===== src/rtl/bist_pkg.sv =====
// Shared types and default configuration values for the LFSR/MISR self-test controller.
package bist_pkg;

  typedef enum logic [2:0] {
    ST_IDLE,
    ST_LOAD,
    ST_RUN,
    ST_SETTLE,
    ST_COMPARE,
    ST_DONE
  } bist_state_e;

  // Default run configurations; override per characterised LFSR/MISR pair.
  localparam logic [3:0]  LFSR_POLY_4      = 4'b1001;
  localparam logic [3:0]  GOLDEN_SIG_4     = 4'hA;
  localparam int          PATTERN_COUNT_4  = 15;

  localparam logic [15:0] LFSR_POLY_16     = 16'b1011_0100_0000_0001;
  localparam logic [15:0] GOLDEN_SIG_16    = 16'h5A3C;
  localparam int          PATTERN_COUNT_16 = 1024;

endpackage


===== src/rtl/bist_pattern_cnt.sv =====
// Saturating pattern counter with synchronous clear; tc flags that the next
// enabled cycle brings the count to TERM.
module bist_pattern_cnt #(
  parameter int CNT_WIDTH = 16,
  parameter int TERM      = 15
) (
  input  logic                 clk,
  input  logic                 rst_n,
  input  logic                 clr,
  input  logic                 en,
  output logic [CNT_WIDTH-1:0] cnt,
  output logic                 tc
);

  localparam logic [CNT_WIDTH-1:0] CNT_MAX = '1;
  localparam logic [CNT_WIDTH-1:0] TERM_M1 = (TERM > 0) ? CNT_WIDTH'(TERM - 1) : '0;

  always_ff @(posedge clk or negedge rst_n) begin
    if (!rst_n)                      cnt <= '0;
    else if (clr)                    cnt <= '0;
    else if (en && cnt != CNT_MAX)   cnt <= cnt + CNT_WIDTH'(1);
  end

  assign tc = (cnt == TERM_M1);

endmodule


===== src/rtl/bist_ctrl.sv =====
// Self-test sequencer: seed reload, PATTERN_COUNT enabled cycles, settle, signature compare.
// Define BIST_SIG_CAPTURE_EN to add the sig_out diagnostic capture register.
module bist_ctrl
  import bist_pkg::*;
#(
  parameter int                     LFSR_LENGTH   = 4,
  parameter int                     CNT_WIDTH     = 16,
  parameter int                     PATTERN_COUNT = 15,
  parameter logic [LFSR_LENGTH-1:0] GOLDEN_SIG    = LFSR_LENGTH'(4'hA)
) (
  input  logic                   lfsr_clk,
  input  logic                   resetn,
  input  logic                   start,
  input  logic                   abort,
  output logic                   seed_load,
  output logic                   lfsr_en,
  output logic                   misr_en,
  input  logic [LFSR_LENGTH-1:0] misr_state_in,
  output logic [CNT_WIDTH-1:0]   pattern_cnt,
`ifdef BIST_SIG_CAPTURE_EN
  output logic [LFSR_LENGTH-1:0] sig_out,
`endif
  output logic                   busy,
  output logic                   done,
  output logic                   pass,
  output logic                   fail
);

  localparam logic HAS_PATTERNS = (PATTERN_COUNT > 0);

  if (PATTERN_COUNT < 0 || (PATTERN_COUNT >> CNT_WIDTH) != 0) begin : g_cnt_range
    $error("bist_ctrl: PATTERN_COUNT does not fit in CNT_WIDTH");
  end

  bist_state_e state;
  logic        cnt_clr, cnt_en, cnt_tc;

  // Counter clears on the edge that enters LOAD, so LOAD already shows zero.
  assign cnt_clr = (state == ST_IDLE || state == ST_DONE) && start && !abort;
  assign cnt_en  = (state == ST_RUN);

  bist_pattern_cnt #(
    .CNT_WIDTH (CNT_WIDTH),
    .TERM      (PATTERN_COUNT)
  ) u_cnt (
    .clk   (lfsr_clk),
    .rst_n (resetn),
    .clr   (cnt_clr),
    .en    (cnt_en),
    .cnt   (pattern_cnt),
    .tc    (cnt_tc)
  );

  always_ff @(posedge lfsr_clk or negedge resetn) begin
    if (!resetn) begin
      state     <= ST_IDLE;
      seed_load <= 1'b0;
      lfsr_en   <= 1'b0;
      misr_en   <= 1'b0;
      busy      <= 1'b0;
      done      <= 1'b0;
      pass      <= 1'b0;
      fail      <= 1'b0;
`ifdef BIST_SIG_CAPTURE_EN
      sig_out   <= '0;
`endif
    end else if (abort) begin
      state     <= ST_IDLE;
      seed_load <= 1'b0;
      lfsr_en   <= 1'b0;
      misr_en   <= 1'b0;
      busy      <= 1'b0;
      done      <= 1'b0;
      pass      <= 1'b0;
      fail      <= 1'b0;
    end else begin
      case (state)
        ST_IDLE, ST_DONE: begin
          if (start) begin
            state     <= ST_LOAD;
            seed_load <= 1'b1;
            busy      <= 1'b1;
            done      <= 1'b0;
            pass      <= 1'b0;
            fail      <= 1'b0;
          end
        end
        ST_LOAD: begin
          seed_load <= 1'b0;
          if (HAS_PATTERNS) begin
            state   <= ST_RUN;
            lfsr_en <= 1'b1;
            misr_en <= 1'b1;
          end else begin
            state   <= ST_SETTLE;
          end
        end
        ST_RUN: begin
          if (cnt_tc) begin
            state   <= ST_SETTLE;
            lfsr_en <= 1'b0;
            misr_en <= 1'b0;
          end
        end
        ST_SETTLE: state <= ST_COMPARE;
        ST_COMPARE: begin
          state <= ST_DONE;
          busy  <= 1'b0;
          done  <= 1'b1;
          pass  <= (misr_state_in == GOLDEN_SIG);
          fail  <= (misr_state_in != GOLDEN_SIG);
`ifdef BIST_SIG_CAPTURE_EN
          sig_out <= misr_state_in;
`endif
        end
        default: state <= ST_IDLE;
      endcase
    end
  end

endmodule


===== config.mk =====
export PLATFORM = sky130hd
export DESIGN_NAME = bist_ctrl
export DESIGN_NICKNAME = d
export VERILOG_FILES = /design/src/rtl/bist_pkg.sv /design/src/rtl/bist_pattern_cnt.sv /design/src/rtl/bist_ctrl.sv
export SDC_FILE = /design/constraint.sdc
export NUM_CORES = 1
export LEC_CHECK = 0
export ABC_AREA = 0
export CAP_MARGIN = 25
export CELL_PAD_IN_SITES_DETAIL_PLACEMENT = 0
export CELL_PAD_IN_SITES_GLOBAL_PLACEMENT = 1
export CORE_MARGIN = 3
export CORE_UTILIZATION = 47
export CTS_CLUSTER_SIZE = 10
export DETAILED_ROUTE_END_ITERATION = 16
export DONT_BUFFER_PORTS = 1
export PLACE_DENSITY_LB_ADDON = 0.15
export REMOVE_ABC_BUFFERS = 1
export SLEW_MARGIN = 20
export SYNTH_ARGS = -nofsm -noshare
export SYNTH_HDL_FRONTEND = slang
export SYNTH_SLANG_ARGS = --single-unit

===== constraint.sdc =====
create_clock -name lfsr_clk -period 2.5 [get_ports lfsr_clk]
set_clock_uncertainty 0.1 [all_clocks]
set_input_delay 0.75 -clock lfsr_clk [delete_from_list [all_inputs] [get_ports lfsr_clk]]
set_output_delay 0.75 -clock lfsr_clk [all_outputs]
set_load 0.02 [all_outputs]

==> results by group <==
Critical path
  – Critical Path RT: approximately 2600 ps
  – Max stage delay on crit path: around 560 ps
  – Crit path capture type: flop
  – Crit path kind: flop to flop
  – Worst-path fanout max: 13
  – Critical path startpoint category: flop
  – CP max-delay cell: dfrtp_1
  – Critical Path AT: 2340 ps
  – Most common cell on crit path: a21o_1
  – Worst-path cell chain: and3_1, and4_4, a21o_1, o21bai_1, a21o_1

Synthesis
  – Seq/Total Area, Yosys: 42.3%
  – Synth Cell Area: around 1500 um2
  – Number of synthesized flops with an enable pin: 0
  – Yosys reg bits: 25
  – Avg Inst Size Synth: 9.24 um2
  – Syn Inst Count: 160
  – Synth warnings: 0
  – Synth cell types: 46
  – Post-synth top flop: dfrtp_1
  – Share of flip-flops with an asynchronous set or reset: 100%

Timing
  – Final period util: 88.5%
  – Min cycle time layout: roughly 2200 ps
  – Max-slew violation count: 0
  – Final Hold Fails: 0
  – Setup violations, final: 0
  – TNS Setup: 0 ps
  – FMAX: about 0.45 GHz
  – Worst slew pin tran: about 490 ps
  – Slew margin rel.: about two thirds
  – Smallest hold slack: approximately 130 ps
  – Unrepaired setup endpoints after global routing: false

Finish
  – Layout area overhead: 6.35%
  – Antenna diode count: 0
  – Most common cell after layout, fill and taps aside: dfrtp_1
  – Nets: approximately 180
  – Share of layout cells above drive strength 1: about 13%
  – Commonest non-fill, non-tap cells in the layout: 25 x dfrtp_1, 16 x nand2_1, 12 x a21oi_1, 10 x nor2_1

Place
  – PortBufs: 0
  – Post-DP HPWL: around 2600 um
  – GP Congestion: a little under 0.9

Power
  – Power per Cell Area: about 550 nW/um2
  – Tot Pwr: between 0.0008 and 0.0009 W
  – VDD IR max: 0.264 mV
  – P_leak: about 0.65 nW

Route
  – Vias: 1237
  – Iteration-0 DRC Markers: ~110
  – Via/cell ratio: approximately 6.0
  – DRC: 0
  – Avg WL per Cell: between 15 and 20 um
  – Antenna-violating nets left: 0
  – Detailed Route WL: ~3600 um
  – 1st-pass router iterations: 4

Floorplan
  – Row Count: 19
  – Die ar.: 3860 um2
  – Chip height: around 62 um
  – I/O Pins: 31
  – Core area: between 2000 and 3000 um2
  – Die width: ~62 um
  – Initial Util: 51.4%

Clock network
  – Root buffer cell: clkbuf_4
  – H-tree depth: 1
  – Clock Latency Late Sink: a little over 300 ps
  – Total CTS buffers: 3
  – Clock sinks: 25
  – CTS max path bufs: 2
  – CTS tree: built
  – CTS clock-pin slew for the worst setup and hold paths: around 140 ps

Hold path
  – HP Class: primary input to async pin

GRT
  – Congestion Overflow GR: 0
  – Initial antenna violation count: 0
  – GRT Total Usage: between 20 and 25%
  – Vias in the first global route: about 1300
  – First-pass GRT wire length: 5840 um
  – Largest net degree at the start of global routing: 26

Flow run
  – Max-cap violations: 0

Status
  – Outcome: finished, final reports clean
flip-flops by register name, indices dropped and copies added, names as in the netlist:
register and cells:
u_cnt.cnt 16, busy 1, pass 1, state 3
done 1, misr_en 1, seed_load 1, fail 1
path summary, 6_finish.rpt:
check                                               from                        end  slack [ps]  depth (start not counted)
worst max-delay path            u_cnt.cnt[9]$_DFFE_PN0P_  u_cnt.cnt[15]$_DFFE_PN0P_         290                          5
worst min-delay path                              resetn   u_cnt.cnt[9]$_DFFE_PN0P_         130                          1
worst max register to register  u_cnt.cnt[9]$_DFFE_PN0P_  u_cnt.cnt[15]$_DFFE_PN0P_         290                          5
worst min register to register      state[2]$_DFFE_PN0P_       state[1]$_DFFE_PN0P_         510                          1
max in group asynchronous                         resetn   u_cnt.cnt[3]$_DFFE_PN0P_        2020                          1
min in group lfsr_clk                              abort       state[2]$_DFFE_PN0P_         370                          1
report_power, final:
part | switching (W) | internal (W)
clock network | 0.000118 | 0.0000623
logic | 0.000140 | 0.0000692
registers | 0.0000378 | 0.000430
total | 0.000296 | 0.000562
cell families after synthesis:
logic type / Yosys count / share of synthesized area (%)
fa+ha+maj: 3 / 2.37
flops: 25 / 42.3
xor+xnor: 3 / 1.78
mux: 4 / 2.71
simple gates: 70 / 25.6
buf+inv: 14 / 5.67
compound gates: 41 / 19.5
cell usage after synthesis, types with 2 or more instances:
master    number  share of area, %
a211oi_1       2               1.0
a21o_1         3               1.5
a21oi_1       12               4.1
and3_1         3               1.3
buf_2          4               1.4
buf_6          3               2.3
dfrtp_1       25                42
ha_1           2               1.7
inv_1          4               1.0
mux2i_1        4               2.7
nand2_1       16               4.1
nand2b_1       4               1.7
nand3_1        9               3.0
nand4_1        5               2.1
nor2_1        10               2.5
nor2b_1        2              0.85
nor3_1         2              0.68
nor3_2         2               1.4
nor4_1         6               2.5
o21ai_0        9               3.0
o21ai_1        3               1.0
o31ai_1        2               1.0
or3_1          4               1.7
xnor2_1        2               1.2
layer usage:
| layer | up-vias | wire length (um) | track usage [%] |
|---|---|---|---|
| met5 | - | 0 | 0 |
| met4 | 0 | 57 | 6.67 |
| met3 | 9 | 224 | 3.31 |
| met2 | 39 | 1780 | 35.4 |
| met1 | 594 | 1520 | 25.3 |
| li1 | 595 | - | - |
timing repair:
action	in CTS	in global routing
endpoints found under the hold margin	25	0
hold buffers	1	0
buffers inserted	0	0
gates resized for setup	0	0
through the flow:
step / cell area, um2 / utilization, % / setup slack, ps / instances
after floorplan: 1410 / - / 418 / 151
after global placement: 1530 / 53.1 / 442 / 201
after detailed placement: 1530 / 53.1 / 337 / 201
after CTS: 1570 / 54.7 / 317 / 206
after global routing: 1570 / 54.7 / 184 / 206
final: 1570 / 54.7 / 286 / 206
final cells by class:
| type | count | area [um2] |
|---|---|---|
| Timing Repair Buffer | 9 | 80.1 |
| Tap cell | 42 | 52.6 |
| Fill cell | 283 | 1300 |
| Multi-Input combinational cell | 121 | 769 |
| Clock buffer | 4 | 26.3 |
| Sequential cell | 25 | 626 |
| Inverter | 5 | 18.8 |
critical path, delay by kind of cell (launching register included):
family	cells	cell delay [ps]
AO/OA/AOI/OAI	3	790
AND/OR/NAND/NOR	2	660
flip-flops	1	560
Power figures use the tool's default switching activity.
==> patch (same settings) <==
`CNT_WIDTH` is set to 16 in 2 places; all go to 18.
--- a/src/rtl/bist_pattern_cnt.sv
+++ b/src/rtl/bist_pattern_cnt.sv
@@ -1,7 +1,7 @@
 // Saturating pattern counter with synchronous clear; tc flags that the next
 // enabled cycle brings the count to TERM.
 module bist_pattern_cnt #(
-  parameter int CNT_WIDTH = 16,
+  parameter int CNT_WIDTH = 18,
   parameter int TERM      = 15
 ) (
   input  logic                 clk,
--- a/src/rtl/bist_ctrl.sv
+++ b/src/rtl/bist_ctrl.sv
@@ -4,7 +4,7 @@
   import bist_pkg::*;
 #(
   parameter int                     LFSR_LENGTH   = 4,
-  parameter int                     CNT_WIDTH     = 16,
+  parameter int                     CNT_WIDTH     = 18,
   parameter int                     PATTERN_COUNT = 15,
   parameter logic [LFSR_LENGTH-1:0] GOLDEN_SIG    = LFSR_LENGTH'(4'hA)
 ) (
Interface: changed (resized pattern_cnt); port bits go from 31 to 33. No check against the original RTL was run, so the function may have changed too.
==> patch against the original RTL <==
Sequential share of layout area fell by 0.84 points; via count rose by 11%; total power rose by 40%; synthesized cell count rose by 3.1%; die area rose by 2.8%; design area rose by 10%; routed wire length rose by 7.5%; utilization rose by 1.7 points; cell count rose by 10%; area after synthesis rose by 3.1%; sequential power rose by 29%; sequential cell count rose by 2; setup slack improved by 57 ps; largest cell class unchanged; highest routed layer unchanged.
==> patch: results <==
{
  "outcome": "finished clean",
  "whs_ps": 121,
  "use_met3_pct": 5.04,
  "nFillCells": 276,
  "p_leak_uw": 0.000766,
  "cp.required_ps": 2620,
  "final_cells": 227,
  "grt_max_degree": 28,
  "drtIter0Drc": 86,
  "dpl.hpwl_mm": 2.92,
  "ys_seq_area_share_pct": 44.3,
  "grt.total_usage_pct": 21.5,
  "rrSetupSlack_ps": 340,
  "dpl_cell_area_sq_um": 1690,
  "globalRouteMet2Util_pct": 35.3,
  "cp_slowest_stage_delay_ps": 590,
  "synth_common_cells": "dfrtp_1, nand2_1, a21oi_1",
  "synth_area_leaders": "dfrtp_1, nand2_1, a21oi_1, nand3_1, a31oi_1",
  "multi_input_area_sq_um": 793,
  "place_ws_ps": 368,
  "viasPerCell": 6.04,
  "synth.distinct_cells": 43,
  "reg2reg_to": "u_cnt.cnt[5]$_DFFE_PN0P_",
  "nets": 194,
  "grt_pass1_vias": 1458,
  "top_regs": "u_cnt.cnt: 18 flops, state: 3 flops",
  "synthCells": 165,
  "reg2reg_from": "u_cnt.cnt[7]$_DFFE_PN0P_",
  "wl_per_cell_um": 16.9,
  "slew-limit-headroom_pct": 58.1
}
==> patch: changes by cell type after synthesis, sizes merged, moves of 2 or more <==
| cell | change |
|---|---|
| buf | -5 |
| mux2i | -2 |
| dfrtp | +2 |
| nor2 | -3 |
| or3 | -2 |
| clkbuf | +3 |
| nor3 | +2 |
| a41oi | +3 |
| or2 | -2 |
| a21o | -2 |
| nand2 | +8 |
| o21ai | -4 |
| a31oi | +6 |
==> patch: power by group <==
group | switching [uW] | internal, uW
sequential | 101 | 501
clock | 127 | 62.4
combinational | 253 | 156
total | 481 | 720
==> patch: critical path, delay by kind of cell (launching register included) <==
family,cells,cell delay (ps)
buffers and inverters,1,230
and+or+nand+nor,3,770
AOI/OAI and AO/OA,2,360
DFF,1,590
==> patch: logic make-up (layout without fill, tap and decap cells) <==
logic type / count (synthesis) / after routing / share of synthesized area, %
buffers and inverters: 11 / 29 / 3.69
and+or+nand+nor: 76 / 76 / 28.1
xor gates and xnor gates: 3 / 3 / 1.72
DFF: 27 / 27 / 44.3
adders and majority gates: 3 / 3 / 2.30
muxes: 2 / 2 / 1.31
AOI/OAI and AO/OA: 43 / 43 / 18.6
==> patch: layout make-up <==
cell class,count,area share [%]
well taps,44,3.17
multi-input cells,127,45.7
inverters,4,0.865
clock buffers,4,1.51
repair buffers,21,9.81
flip-flops and latches,27,38.9
==> patch: metal layers <==
metal / part of all wire, % / up-vias
met5: 0 / -
met2: 48 / 43
met3: 5.8 / 4
met4: 0.86 / 0
met1: 46 / 661
li1: - / 663
==> patch: timing repair <==
item                                   CTS  global route
setup endpoints to repair                0             0
gates resized for setup                  0             0
endpoints found under the hold margin   27             0
hold buffers                             1             0
